===== src/rtl/bus_arbiter_pkg.sv =====
// Shared types and constants for the IF/MEM bus arbiter.
package bus_arbiter_pkg;

  typedef enum logic [1:0] {
    ST_IDLE    = 2'd0,
    ST_GNT_IF  = 2'd1,
    ST_GNT_MEM = 2'd2,
    ST_DRAIN   = 2'd3
  } arb_state_e;

  localparam int unsigned TIMEOUT_DEF = 255;
  localparam logic [3:0]  SEL_ALL     = 4'hF;

endpackage


===== src/rtl/bus_timeout_ctr.sv =====
// Counts cycles of an outstanding bus request; expired flags the cycle in which
// the request has been high for TIMEOUT cycles (never when TIMEOUT is 0).
module bus_timeout_ctr #(
  parameter int unsigned TIMEOUT = 255,
  parameter int unsigned TO_W    = 8
) (
  input  logic clk,
  input  logic rst,
  input  logic clear,
  input  logic enable,
  output logic expired
);

  localparam bit            ENABLED = (TIMEOUT != 0);
  localparam logic [TO_W-1:0] LAST  = ENABLED ? TO_W'(TIMEOUT - 1) : '0;

  logic [TO_W-1:0] cnt_q, cnt_d;

  always_comb begin
    cnt_d = cnt_q;
    if (clear) begin
      cnt_d = '0;
    end else if (enable) begin
      cnt_d = cnt_q + 1'b1;
    end
  end

  // cnt_q holds completed high cycles, so the current cycle is the TIMEOUT-th at LAST
  assign expired = ENABLED && enable && !clear && (cnt_q == LAST);

  always_ff @(posedge clk or negedge rst) begin
    if (!rst) begin
      cnt_q <= '0;
    end else begin
      cnt_q <= cnt_d;
    end
  end

endmodule


===== src/rtl/bus_arbiter.sv =====
// Serialises instruction-fetch and data-port transactions onto one shared bus
// with MEM priority, fetch anti-starvation alternation, flush drain and timeout.
module bus_arbiter
  import bus_arbiter_pkg::*;
#(
  parameter int unsigned ADDR_W  = 32,
  parameter int unsigned DATA_W  = 32,
  parameter int unsigned TIMEOUT = TIMEOUT_DEF,
  parameter int unsigned TO_W    = 8
) (
  input  logic              clk,
  input  logic              rst,
  input  logic              if_req_i,
  input  logic [ADDR_W-1:0] if_addr_i,
  output logic [DATA_W-1:0] if_data_o,
  output logic              if_ack_o,
  input  logic              mem_req_i,
  input  logic              mem_we_i,
  input  logic [3:0]        mem_sel_i,
  input  logic [ADDR_W-1:0] mem_addr_i,
  input  logic [DATA_W-1:0] mem_wdata_i,
  output logic [DATA_W-1:0] mem_rdata_o,
  output logic              mem_ack_o,
  output logic              bus_req_o,
  output logic              bus_we_o,
  output logic [3:0]        bus_sel_o,
  output logic [ADDR_W-1:0] bus_addr_o,
  output logic [DATA_W-1:0] bus_wdata_o,
  input  logic [DATA_W-1:0] bus_rdata_i,
  input  logic              bus_ack_i,
  input  logic              flush_i,
  output logic              stallreq_o,
  output logic              err_o
);

  arb_state_e        state_q, state_d;
  logic              last_mem_q, last_mem_d;
  logic              bus_req_q, bus_req_d;
  logic              bus_we_q, bus_we_d;
  logic [3:0]        bus_sel_q, bus_sel_d;
  logic [ADDR_W-1:0] bus_addr_q, bus_addr_d;
  logic [DATA_W-1:0] bus_wdata_q, bus_wdata_d;
  logic [DATA_W-1:0] if_data_q, if_data_d;
  logic              if_ack_q, if_ack_d;
  logic [DATA_W-1:0] mem_rdata_q, mem_rdata_d;
  logic              mem_ack_q, mem_ack_d;
  logic              err_q, err_d;
  logic              grant;
  logic              expired;
  logic              if_want, mem_want;

  bus_timeout_ctr #(
    .TIMEOUT (TIMEOUT),
    .TO_W    (TO_W)
  ) u_timeout (
    .clk     (clk),
    .rst     (rst),
    .clear   (grant),
    .enable  (bus_req_q),
    .expired (expired)
  );

  // A master still holds its request during its ack cycle; masking avoids a re-grant.
  assign if_want  = if_req_i & ~if_ack_q & ~flush_i;
  assign mem_want = mem_req_i & ~mem_ack_q;

  always_comb begin
    state_d     = state_q;
    last_mem_d  = last_mem_q;
    bus_req_d   = bus_req_q;
    bus_we_d    = bus_we_q;
    bus_sel_d   = bus_sel_q;
    bus_addr_d  = bus_addr_q;
    bus_wdata_d = bus_wdata_q;
    if_data_d   = if_data_q;
    mem_rdata_d = mem_rdata_q;
    if_ack_d    = 1'b0;
    mem_ack_d   = 1'b0;
    err_d       = 1'b0;
    grant       = 1'b0;

    case (state_q)
      ST_IDLE: begin
        if (mem_want && !(last_mem_q && if_want)) begin
          state_d     = ST_GNT_MEM;
          grant       = 1'b1;
          last_mem_d  = 1'b1;
          bus_req_d   = 1'b1;
          bus_we_d    = mem_we_i;
          bus_sel_d   = mem_sel_i;
          bus_addr_d  = mem_addr_i;
          bus_wdata_d = mem_wdata_i;
        end else if (if_want) begin
          state_d     = ST_GNT_IF;
          grant       = 1'b1;
          last_mem_d  = 1'b0;
          bus_req_d   = 1'b1;
          bus_we_d    = 1'b0;
          bus_sel_d   = SEL_ALL;
          bus_addr_d  = if_addr_i;
          bus_wdata_d = '0;
        end
      end

      ST_GNT_IF: begin
        if (bus_ack_i) begin
          state_d   = ST_IDLE;
          bus_req_d = 1'b0;
          if_data_d = bus_rdata_i;
          if_ack_d  = 1'b1;
        end else if (expired) begin
          state_d   = ST_IDLE;
          bus_req_d = 1'b0;
          if_data_d = '0;
          if_ack_d  = 1'b1;
          err_d     = 1'b1;
        end else if (flush_i) begin
          state_d = ST_DRAIN;
        end
      end

      ST_GNT_MEM: begin
        if (bus_ack_i) begin
          state_d     = ST_IDLE;
          bus_req_d   = 1'b0;
          mem_rdata_d = bus_rdata_i;
          mem_ack_d   = 1'b1;
        end else if (expired) begin
          state_d     = ST_IDLE;
          bus_req_d   = 1'b0;
          mem_rdata_d = '0;
          mem_ack_d   = 1'b1;
          err_d       = 1'b1;
        end
      end

      // Flushed fetch: finish the bus cycle silently, fetch data is discarded
      ST_DRAIN: begin
        if (bus_ack_i) begin
          state_d   = ST_IDLE;
          bus_req_d = 1'b0;
        end else if (expired) begin
          state_d   = ST_IDLE;
          bus_req_d = 1'b0;
          err_d     = 1'b1;
        end
      end

      default: state_d = ST_IDLE;
    endcase
  end

  always_ff @(posedge clk or negedge rst) begin
    if (!rst) begin
      state_q     <= ST_IDLE;
      last_mem_q  <= 1'b0;
      bus_req_q   <= 1'b0;
      bus_we_q    <= 1'b0;
      bus_sel_q   <= '0;
      bus_addr_q  <= '0;
      bus_wdata_q <= '0;
      if_data_q   <= '0;
      if_ack_q    <= 1'b0;
      mem_rdata_q <= '0;
      mem_ack_q   <= 1'b0;
      err_q       <= 1'b0;
    end else begin
      state_q     <= state_d;
      last_mem_q  <= last_mem_d;
      bus_req_q   <= bus_req_d;
      bus_we_q    <= bus_we_d;
      bus_sel_q   <= bus_sel_d;
      bus_addr_q  <= bus_addr_d;
      bus_wdata_q <= bus_wdata_d;
      if_data_q   <= if_data_d;
      if_ack_q    <= if_ack_d;
      mem_rdata_q <= mem_rdata_d;
      mem_ack_q   <= mem_ack_d;
      err_q       <= err_d;
    end
  end

  assign bus_req_o   = bus_req_q;
  assign bus_we_o    = bus_we_q;
  assign bus_sel_o   = bus_sel_q;
  assign bus_addr_o  = bus_addr_q;
  assign bus_wdata_o = bus_wdata_q;
  assign if_data_o   = if_data_q;
  assign if_ack_o    = if_ack_q;
  assign mem_rdata_o = mem_rdata_q;
  assign mem_ack_o   = mem_ack_q;
  assign err_o       = err_q;
  assign stallreq_o  = (if_req_i & ~if_ack_q) | (mem_req_i & ~mem_ack_q);

endmodule


===== config.mk =====
export PLATFORM = sky130hd
export DESIGN_NAME = bus_arbiter
export DESIGN_NICKNAME = d
export VERILOG_FILES = /design/src/rtl/bus_arbiter_pkg.sv /design/src/rtl/bus_timeout_ctr.sv /design/src/rtl/bus_arbiter.sv
export SDC_FILE = /design/constraint.sdc
export NUM_CORES = 1
export LEC_CHECK = 0
export BUFFER_PORTS_ARGS = -buffer_cell sky130_fd_sc_hd__buf_2
export CAP_MARGIN = 20
export CORE_AREA = 2 2 112 114
export CTS_CLUSTER_SIZE = 25
export DETAILED_ROUTE_END_ITERATION = 16
export DIE_AREA = 0 0 114 116
export GPL_ROUTABILITY_DRIVEN = 0
export GPL_TIMING_DRIVEN = 0
export PLACE_DENSITY = 0.94
export SYNTH_ARGS = -nofsm -noshare
export SYNTH_HDL_FRONTEND = slang
export SYNTH_SLANG_ARGS = --single-unit

===== constraint.sdc =====
create_clock -name clk -period 4.4 [get_ports clk]
set_clock_uncertainty 0.1 [all_clocks]
set_input_delay 0.88 -clock clk [delete_from_list [all_inputs] [get_ports clk]]
set_output_delay 0.88 -clock clk [all_outputs]
set_load 0.05 [all_outputs]

Yosys cells after proc, flatten, opt, wreduce, memory -nomap -nowiden --
Cells that the tools add are included.
Cells by class: add/subtract/negate cells 1, equal/unequal tests 8, multiplexer cells 35, bitwise logic cells 7, reduce and logical (&&, ||, !) cells 17
Operators with widths (number):
- two-way mux 32 bit | 6
- two-way mux 1 bit | 16
- two-way mux 8 bit | 2
- two-way mux 2 bit | 7
- adder 8 x 1 -> 8 bit, second input constant | 1
- equality test 8 bit, second input constant | 1
- two-way mux 4 bit | 2
- AND reduction 2 bit | 4
- != test 3 x 1 -> 1 bit, second input constant | 2
- case mux 2 bit (3 select lines) | 1
- nonzero test 2 bit | 3
- equality test 2 bit, second input constant | 2
- logical AND 1 bit | 4
- != test 4 bit, second input constant | 1
- bitwise AND 1 bit | 3
- != test 3 bit, second input constant | 1
- NOT 1 bit | 3
- AND reduction 3 bit | 1
- OR reduction 3 bit | 1
- equality test 2 x 1 -> 1 bit, second input constant | 1
- logical NOT 1 bit | 2
- logical NOT 2 bit | 1
- case mux 1 bit (2 select lines) | 1
- OR reduction 2 bit | 1
- bitwise OR 1 bit | 1
Word-level totals: flip-flop bits (word level) 148, output and inout bits 138

Depth between registers and ports, before layout --
Gate-level depths: netlist of run 1.
depth in word-level cells 14, depth in mapped cells 7

By module --
Synthesis of run 1 repeated with hierarchy kept, for this count alone.
Unflattened totals: cell total of the unflattened synthesis 508, area total of the unflattened synthesis 5941.9 sq um
By module, submodules not included:
- bus_arbiter | times used 1, cells an instance 467, area each 5529.1 sq um
- bus_timeout_ctr | times used 1, cells an instance 41, area each 412.9 sq um

Least setup slack after synthesis of run 1 --
Ideal clock, no wire load.
path kind in2out, start point in if_req_i, end point out stallreq_o, arrival time 1.985 ns, data required time 3.420 ns, path slack 1.435 ns, stages 2, buffers on the path 0, cell sequence inv_1 > o21ai_0
On the way: cells in the longest elaborated chain, start to end 2
Ends and longest elaborated chain:
- start, declared | RTL line bus_arbiter.sv:13 | input logic if_req_i,
- bitwise AND 1 bit | RTL line bus_arbiter.sv:193 | assign stallreq_o = (if_req_i & ~if_ack_q) | (mem_req_i & ~mem_ack_q);
- bitwise OR 1 bit | RTL line bus_arbiter.sv:193
- end, declared | RTL line bus_arbiter.sv:32 | output logic stallreq_o,
Every way passes these cells.

Worst setup path in the final report of run 1 --
start point in mem_req_i, end point out stallreq_o
On the way: cells in the longest elaborated chain, start to end 2
Ends and longest elaborated chain:
- start, declared | RTL line bus_arbiter.sv:17 | input logic mem_req_i,
- bitwise AND 1 bit | RTL line bus_arbiter.sv:193
- bitwise OR 1 bit | RTL line bus_arbiter.sv:193
Every way passes these cells.

==> results by group, run 1 <==
Outcome
  – Status: finished clean

Pwr
  – Tot Pwr: 7.92 mW
  – Max VDD drop: approximately 0.67 mV
  – Leak: ~4.2 nW
  – P per Cell Area: around 970 nW/µm²

Detailed routing
  – WL/cell: about 20 µm
  – Drt total wl: roughly 18000 µm
  – DRC: 0
  – Pre-antenna DRT Iters: 5
  – Via Count: between 5k and 6k
  – DRT iter0 DRCs: around 350
  – Antenna Nets Post-Route: 0
  – Vias per inst: 5.66

Floorplan
  – Num rows: 40
  – Die Footprint: 13200 µm²
  – # IOs: 277
  – Initial Util: 49.6%
  – Die H: between 100 and 150 µm
  – Die X: around 110 µm
  – Core Area: roughly 12000 µm²

Layout
  – Commonest non-fill, non-tap cell in the layout: buf_2
  – Most frequent cells in the layout: 283 x buf_2, 148 x dfrtp_1, 64 x a32o_1
  – Area growth from synthesis to layout: 37.5%
  – Net count reported at finish: approximately 900
  – Share of cells above drive strength 1: between 40% and 50%

Synthesis
  – Top-area cell type share of the netlist area: 62.7%
  – Mapped Cells: around 440
  – Area leader, netlist: dfrtp_1
  – Syn Nets: ~580
  – Synth cell types: 32
  – Top post-synthesis cells by area: dfrtp_1 63%, a32o_1 11%, mux2i_1 5.6%
  – Synthesis Warnings: 0
  – Post-Synthesis Cell Area: 5910 µm²
  – Syn avg cell area: 13.3 µm²
  – Flops & latches, synth: 148
  – Seq/Total Area, Yosys: around 63%

Timing
  – Slew @ Worst Pin: 0.544 ns
  – Final Hold Viols: 0
  – Minimum clock period: 2.43 ns
  – Slew margin rel.: approximately 64%
  – Fin crit share: a little under three fifths
  – TNS Setup: 0 ns
  – Unrepaired setup endpoints after global routing: false
  – FMAX: between 400 and 500 MHz
  – Final Slew Violations: 0
  – Setup Viol. Count Final: 0

Clock network
  – Clk buf depth: 2
  – PostCTS Resize Cnt: 0
  – Clock sinks: around 150
  – Postcts setup bufs: 0
  – H-tree Lvls: 4
  – CTS clk-pin slew, worst paths: approximately 0.060 ns
  – CTS Buf Count: 17
  – Later-pin clock latency in the skew report: ~0.42 ns
  – Post-CTS Hold Fix Bufs: 0
  – Root Driver: clkbuf_16
  – CTS tree: yes

Critical path
  – WP data required: about 3.4 ns
  – Critical path endpoint category: output pin
  – Cell mode on critical path: buf_2
  – CP max FO: 2
  – Critical Path, Cell by Cell: buf_2, nand2b_1, o21ai_0, buf_2
  – CP max stage cell: buf_2
  – WP data arrival: around 1.5 ns
  – Worst stage delay on the critical path: between 0.2 and 0.3 ns
  – Startpoint type of the worst setup path: input port
  – Setup CP Type: in2out

GRT
  – Vias in the first global route: 5181
  – Largest net degree at the start of global routing: between 90 and 100
  – Gr ovfl total: 0
  – Tot GR Track Use: 26.4%
  – Initial antenna violation count: 1
  – First-pass GRT wire length: 26400 µm

Job
  – # Max-Cap Violations: 0

Place
  – Port Buffers: 276
  – DP HPWL: about 13000 µm

Min path
  – Hold crit path type: in2async
sequential cells by signal, indices dropped and copies added, names as in the netlist:
register,count
bus_addr_o,32
bus_req_o,1
bus_sel_o,4
bus_wdata_o,32
bus_we_o,1
err_o,1
if_ack_o,1
if_data_o,32
last_mem_q,1
mem_ack_o,1
mem_rdata_o,32
state_q,2
u_timeout.cnt_q,8
per-stage QoR:
| step | worst slack (ns) | util [%] | hold WS (ns) | instance area, µm² | std cells |
|---|---|---|---|---|---|
| after floorplan | 1.43 | - | 0.397 | 5910 | 443 |
| after CTS | 1.98 | 68.2 | 0.301 | 8120 | 899 |
| final | 1.97 | 68.2 | 0.291 | 8130 | 900 |
| after global placement | 0.319 | 62.7 | 0.359 | 7470 | 866 |
| after global routing | 1.95 | 68.2 | 0.322 | 8130 | 900 |
| after detailed placement | 1.89 | 63.0 | 0.365 | 7510 | 867 |
where the power goes:
group | switching, mW | internal, mW | total, mW
sequential | 0.360 | 1.96 | 2.32
clock | 0.591 | 0.914 | 1.50
combinational | 3.04 | 1.06 | 4.09
routing by layer:
metal	vias to the layer above	global-route usage [%]	routed length, µm
li1	2278	-	-
met1	2480	28.2	6430
met2	290	47.1	9080
met3	45	8.47	1570
met4	0	13.5	539
met5	-	0	0
cell families after synthesis:
group	after synthesis	synth area share (%)
muxes	33	5.59
and+or+nand+nor	64	5.25
AOI/OAI and AO/OA	143	20.6
xor gates and xnor gates	7	1.04
DFF	148	62.7
buffers and inverters	46	4.43
adders and majority gates	2	0.423
worst paths after layout:
check / from / to / slack [ns] / cells after the start
max: mem_req_i / stallreq_o / 1.97 / 4
min: rst / if_data_o[26]$_DFFE_PN0P_ / 0.29 / 1
max reg2reg: state_q[1]$_DFFE_PN0P_ / bus_addr_o[28]$_DFFE_PN0P_ / 2.49 / 6
min reg2reg: bus_addr_o[30]$_DFFE_PN0P_ / bus_addr_o[30]$_DFFE_PN0P_ / 0.38 / 2
max in group asynchronous: rst / bus_wdata_o[6]$_DFFE_PN0P_ / 3.06 / 2
min in group clk: bus_addr_o[30]$_DFFE_PN0P_ / bus_addr_o[30]$_DFFE_PN0P_ / 0.38 / 2
cell type report:
class / instances / area [µm²]
well taps: 147 / 184
multi-input cells: 249 / 1940
diodes: 1 / 2.50
clock buffers: 18 / 439
clock inverters: 14 / 176
inverters: 5 / 18.8
repair buffers: 277 / 1420
flip-flops and latches: 148 / 3700
plain buffers: 41 / 243
fillers: 867 / 3790
cells in the mapped netlist (all sizes together):
cell type and instances:
buf 20, nand4 2, xnor2 1, ha 2, a32o 64, o21ai 36
nand3 3, dfrtp 148, clkbuf 21, a41o 1, nand2b 1, nor4bb 1
o22a 5, and4 1, and3 2, a22o 33, a21oi 2, o21a 1
and2 2, nor3b 1, nor2 9, nor2b 3, inv 5, nand2 39
a41oi 1, xor2 6, mux2i 33
worst max-delay path: cells and delay by family:
family	cells	cell delay (ns)
buffers and inverters	2	0.37
AND/OR/NAND/NOR	1	0.10
AO/OA/AOI/OAI	1	0.09
Power figures use the tool's default switching activity.
==> run 2: changes to the inputs <==
--- a/config.mk
+++ b/config.mk
@@ -7,13 +7,13 @@
 export LEC_CHECK = 0
 export BUFFER_PORTS_ARGS = -buffer_cell sky130_fd_sc_hd__buf_2
 export CAP_MARGIN = 20
-export CORE_AREA = 2 2 112 114
+export CORE_AREA = 2 2 122 124
 export CTS_CLUSTER_SIZE = 25
 export DETAILED_ROUTE_END_ITERATION = 16
-export DIE_AREA = 0 0 114 116
+export DIE_AREA = 0 0 124 126
 export GPL_ROUTABILITY_DRIVEN = 0
 export GPL_TIMING_DRIVEN = 0
-export PLACE_DENSITY = 0.94
+export PLACE_DENSITY = 0.85
 export SYNTH_ARGS = -nofsm -noshare
 export SYNTH_HDL_FRONTEND = slang
 export SYNTH_SLANG_ARGS = --single-unit
==> constraint.sdc (replaced) <==
create_clock -name clk -period 1.98 [get_ports clk]
set_clock_uncertainty 0.1 [all_clocks]
set_input_delay 0.396 -clock clk [delete_from_list [all_inputs] [get_ports clk]]
set_output_delay 0.396 -clock clk [all_outputs]
set_load 0.05 [all_outputs]
==> results by group, run 2 (same netlist as run 1, synthesis figures left out) <==
Outcome
  – Status: finished clean

Critical path
  – Top delay family on crit path: simple AND/OR/NAND/NOR gates
  – Crit path launch: if_ack_o$_DFF_PN0_
  – Worst R2R Setup Slack: between 0.1 and 0.15 ns
  – Cell depth of the worst setup path: 6
  – CP max stage cell: dfrtp_1
  – Startpoint type of the worst setup path: flip-flop
  – Critical Path, Cell by Cell: nor3b_4, a21oi_4, and2_1, buf_2, buf_6, a22o_1
  – Reg2Reg Depth: 6
  – CP Capture Point: bus_wdata_o[3]$_DFFE_PN0P_
  – Setup CP Type: reg2reg
  – Worst stage delay on the critical path: roughly 0.42 ns
  – FF-to-FF End: bus_wdata_o[3]$_DFFE_PN0P_
  – Worst Path Buf+Inv: 2
  – WP data arrival: ~2.1 ns
  – Critical path endpoint category: flip-flop
  – Critical R2R Launch: if_ack_o$_DFF_PN0_
  – WP data required: around 2.2 ns
  – CP max FO: 10

Floorplan
  – Die H: about 130 µm
  – Initial Util: between 40% and 50%
  – Die Footprint: about 16000 µm²
  – Die X: 124 µm
  – # IOs: between 200 and 300
  – Core Area: around 14000 µm²
  – Num rows: 44

Clock network
  – CTS tree: yes
  – Root Driver: clkbuf_16
  – H-tree Lvls: 4
  – CTS Buf Count: 17
  – CTS clk-pin slew, worst paths: about 0.06 ns
  – Later-pin clock latency in the skew report: 0.41 ns
  – Postcts setup bufs: 0
  – Clock sinks: roughly 150
  – Clk buf depth: 2

Pwr
  – Clock power share: roughly 21%
  – Max VDD drop: ~1.1 mV
  – Int Pwr: 9.04 mW
  – P per Cell Area: about 2200 nW/µm²
  – Switching Share: 49.3%
  – Leak: ~4.2 nW
  – Comb power frac: slightly above 50%
  – Proportion of power drawn by flip-flops and latches: between 20 and 30%
  – Switch Pwr: 8.78 mW

GRT
  – Vias in the first global route: between 5k and 6k
  – First-pass GRT wire length: about 26000 µm
  – Gr ovfl total: 0
  – Initial antenna violation count: 4
  – Tot GR Track Use: a little over a fifth
  – Largest net degree at the start of global routing: 82

Job
  – # Max-Cap Violations: 0

Min path
  – Hold_sp: mem_sel_i[0]
  – Hold crit path type: in2reg

Detailed routing
  – Drt total wl: between 15000 and 20000 µm
  – Antenna Nets Post-Route: 0
  – DRC: 0
  – Via Count: approximately 5k
  – WL/cell: around 18 µm
  – DRT iter0 DRCs: about 250
  – Pre-antenna DRT Iters: 4
  – Vias per inst: 5.32

Layout
  – Multi-input logic area: about 2000 µm²
  – Filler instances: 1206
  – Register area: around 3700 µm²
  – Share of cells above drive strength 1: between 40 and 50%
  – Net count reported at finish: 881
  – Area growth from synthesis to layout: 39.7%
  – Most frequent cells in the layout: 282 x buf_2, 147 x dfrtp_1, 64 x a32o_1
  – Final cell count without fillers: 938
  – Commonest non-fill, non-tap cell in the layout: buf_2

Timing
  – Final Hold Viols: 0
  – Final Slew Violations: 0
  – Setup ws final: roughly 0.10 ns
  – FMAX: around 530 MHz
  – Slew margin rel.: a little under 60%
  – Setup Viol. Count Final: 0
  – Unrepaired setup endpoints after global routing: false
  – Minimum clock period: 1.88 ns
  – TNS Setup: 0 ns
  – Hold Worst Slack: 0.0928 ns
  – Slew @ Worst Pin: between 0.6 and 0.7 ns
  – Fin crit share: 94.7%

Place
  – Pre-CTS setup slack: -0.150 ns
  – Cells after DPL: ~900
  – DP HPWL: approximately 13000 µm
  – Port Buffers: approximately 280
-- run 2: area by class of cell --
type / count / area share [%]
flip-flops and latches: 148 / 44.9
multi-input cells: 249 / 23.7
repair buffers: 278 / 17.3
clock buffers: 19 / 5.49
plain buffers: 41 / 2.97
well taps: 184 / 2.79
clock inverters: 13 / 2.67
inverters: 5 / 0.227
diodes: 1 / 0.0303
-- run 2: worst min path at each step --
stage,to,depth (start not counted)
detailed placement,if_data_o[29]$_DFFE_PN0P_,1
finish,bus_sel_o[0]$_DFFE_PN0P_,2
CTS,bus_sel_o[0]$_DFFE_PN0P_,2
global route,bus_sel_o[0]$_DFFE_PN0P_,2
global placement,bus_addr_o[17]$_DFFE_PN0P_,2
floorplan,bus_addr_o[0]$_DFFE_PN0P_,0
-- run 2: layer usage --
metal / global-route usage [%] / share of wire [%]
met2: 37.7 / 50
met4: 8.59 / 2.2
met1: 24.6 / 38
met5: 0 / 0.16
met3: 7.52 / 9.5
-- run 2: power groups by stage --
stage / sequential, mW / combinational (mW) / clock (mW)
final: 5.11 / 9.07 / 3.65
after floorplan: 9.45 / 2.38 / 0
after global placement: 5.06 / 8.98 / 0
after detailed placement: 5.14 / 9.12 / 0
after global routing: 5.26 / 9.59 / 3.83
after CTS: 5.10 / 9.14 / 3.71
-- run 2: timing repair --
item	CTS	global route
hold buffers	1	0
setup endpoints to repair	0	16
gates resized for setup	0	3
endpoints found under the hold margin	67	0
-- run 2: per-stage QoR --
| step | cell area (µm²) | utilization [%] | total power [mW] |
|---|---|---|---|
| after floorplan | 5910 | - | 11.8 |
| after global placement | 7520 | 52.5 | 14.0 |
| after detailed placement | 7550 | 52.8 | 14.3 |
| after CTS | 8240 | 57.6 | 18.0 |
| after global routing | 8250 | 57.6 | 18.7 |
| final | 8250 | 57.7 | 17.8 |
==> run 3: changes to the inputs <==
--- a/config.mk
+++ b/config.mk
@@ -14,6 +14,7 @@
 export GPL_ROUTABILITY_DRIVEN = 0
 export GPL_TIMING_DRIVEN = 0
 export PLACE_DENSITY = 0.85
+export SETUP_SLACK_MARGIN = 0.4
 export SYNTH_ARGS = -nofsm -noshare
 export SYNTH_HDL_FRONTEND = slang
 export SYNTH_SLANG_ARGS = --single-unit
==> results by group, run 3 (same netlist as run 1, synthesis figures left out) <==
Outcome
  – Status: finished clean

Place
  – DP HPWL: 12700 µm
  – Post-DP Area: ~7600 µm²
  – Pre-CTS setup slack: -0.00646 ns
  – Port Buffers: 276

Min path
  – Hold EP: bus_wdata_o[8]$_DFFE_PN0P_
  – Hold_sp: mem_wdata_i[8]
  – Hold Crit Depth: 2
  – Hold crit path type: in2reg

Critical path
  – Critical Path, Cell by Cell: inv_1, ha_1, and2_4, a41o_4, buf_12, nand2_8, clkbuf_16, a32o_1
  – Setup CP Type: reg2reg
  – Worst stage delay on the critical path: between 0.3 and 0.4 ns
  – WP data arrival: ~2 ns
  – Critical R2R Launch: u_timeout.cnt_q[0]$_DFFE_PN0P_
  – WP data required: approximately 2.2 ns
  – CP max FO: 7
  – Critical path endpoint category: flip-flop
  – FF-to-FF End: mem_rdata_o[14]$_DFFE_PN0P_
  – Reg2Reg Depth: 8
  – Worst R2R Setup Slack: between 0.2 and 0.25 ns
  – Startpoint type of the worst setup path: flip-flop
  – CP max stage cell: dfrtp_1

Detailed routing
  – Pre-antenna DRT Iters: 4
  – Antenna Nets Post-Route: 0
  – Vias per inst: about 5.4
  – DRT iter0 DRCs: 218
  – DRC: 0
  – Drt total wl: approximately 18000 µm
  – WL/cell: ~19 µm
  – Via Count: slightly above 5k

Timing
  – FMAX: 564 MHz
  – Final Hold Viols: 0
  – TNS Setup: 0 ns
  – Hold Worst Slack: around 0.09 ns
  – Minimum clock period: roughly 1.8 ns
  – Slew @ Worst Pin: ~0.5 ns
  – Setup Viol. Count Final: 0
  – Unrepaired setup endpoints after global routing: true
  – Fin crit share: between 80% and 90%
  – Slew margin rel.: approximately 66%
  – Setup ws final: slightly above 0.2 ns
  – Final Slew Violations: 0

GRT
  – Initial antenna violation count: 2
  – First-pass GRT wire length: between 20000 and 30000 µm
  – Tot GR Track Use: approximately 23%
  – Vias in the first global route: 5431
  – Largest net degree at the start of global routing: 98
  – Gr ovfl total: 0

Clock network
  – Clock sinks: 148
  – Root Driver: clkbuf_16
  – CTS tree: yes
  – Clk buf depth: 2
  – Later-pin clock latency in the skew report: 0.42 ns
  – CTS clk-pin slew, worst paths: 0.07 ns
  – H-tree Lvls: 4
  – CTS Buf Count: 17

Job
  – # Max-Cap Violations: 0

Layout
  – Area growth from synthesis to layout: 51.4%
  – Ant diodes: 0
  – Commonest non-fill, non-tap cell in the layout: buf_2
  – Filler instances: between 1k and 1.5k
  – Multi-input logic area: 2060 µm²
  – Register area: 3710 µm²
  – Most frequent cells in the layout: 227 x buf_2, 145 x dfrtp_1, 64 x a32o_1
  – Fin area: about 8900 µm²
  – Net count reported at finish: 914
  – Share of cells above drive strength 1: between 50% and 60%

Pwr
  – Max VDD drop: around 1.2 mV
  – Tot Pwr: ~19 mW
  – P per Cell Area: a little over 2000 nW/µm²
  – Leak: approximately 4.5 nW

Floorplan
  – Num rows: 44
  – Die X: 124 µm
  – Die H: roughly 130 µm
  – Die Footprint: between 15000 and 20000 µm²
  – Core Area: between 10000 and 15000 µm²
  – Initial Util: about two fifths
  – # IOs: about 280
[run 3: cell types whose count changed in the layout (fill, tap and decap cells not counted), moves of 8 or more]
| cell | change |
|---|---|
| clkbuf_4 | +45 |
| buf_6 | +10 |
| buf_2 | -55 |
| clkbuf_1 | -12 |
| clkbuf_2 | +8 |
| buf_4 | +17 |
| o21ai_0 | -24 |
| o21ai_1 | +23 |
[run 3: cell type report]
| class | count | share of cell area, % |
|---|---|---|
| clock inverter | 14 | 1.59 |
| inverter | 5 | 0.210 |
| sequential | 148 | 41.4 |
| tap | 184 | 2.57 |
| clock buffer | 18 | 4.91 |
| multi-input combinational | 250 | 23.0 |
| timing repair buffer | 310 | 22.1 |
| buffer | 41 | 4.17 |
[run 3: per-layer routing]
metal | track usage [%] | routed length (µm) | up-vias | part of all wire, %
li1 | - | - | 2358 | -
met1 | 26.1 | 7150 | 2578 | 39
met2 | 40.2 | 9230 | 225 | 50
met3 | 7.65 | 1560 | 31 | 8.5
met4 | 7.87 | 321 | 4 | 1.8
met5 | 0 | 19 | - | 0.10
[run 3: power by group]
group | internal (mW) | total [mW] | switching (mW)
Sequential | 4.36 | 5.12 | 0.765
Combinational | 3.22 | 10.2 | 7.01
Clock | 1.80 | 3.15 | 1.35
Total | 9.38 | 18.5 | 9.12
[run 3: worst max-delay path by stage]
stage,from,endpoint,depth (start not counted)
after floorplan,bus_req_o$_DFFE_PN0P_,if_data_o[10]$_DFFE_PN0P_,7
after global placement,rst,mem_ack_o$_DFF_PN0_,1
after detailed placement,if_req_i,state_q[0]$_DFFE_PN0P_,5
after CTS,if_ack_o$_DFF_PN0_,bus_addr_o[11]$_DFFE_PN0P_,6
after global routing,u_timeout.cnt_q[0]$_DFFE_PN0P_,mem_rdata_o[28]$_DFFE_PN0P_,8
final,u_timeout.cnt_q[0]$_DFFE_PN0P_,mem_rdata_o[14]$_DFFE_PN0P_,8
[run 3: timing repair]
action,in CTS,in global routing
gates cloned,6,5
resized for setup,47,97
pin swaps,3,7
setup endpoints to repair,152,187
buffers inserted,14,8
endpoints found under the hold margin,51,0
hold buffers,1,0
[run 3: stage by stage]
step           utilization, %  std cells
2_1_floorplan               -        443
3_3_place_gp             53.0        903
3_5_place_dp             53.2        904
4_1_cts                  59.7        957
5_1_grt                  62.5        970
6_report                 62.5        970
[run 3: worst max-delay path: cells and delay by family, from the launching register on]
kind / cells / cell delay (ns)
compound gates: 2 / 0.47
fa+ha+maj: 1 / 0.14
buf+inv: 3 / 0.35
simple gates: 2 / 0.22
flops: 1 / 0.38
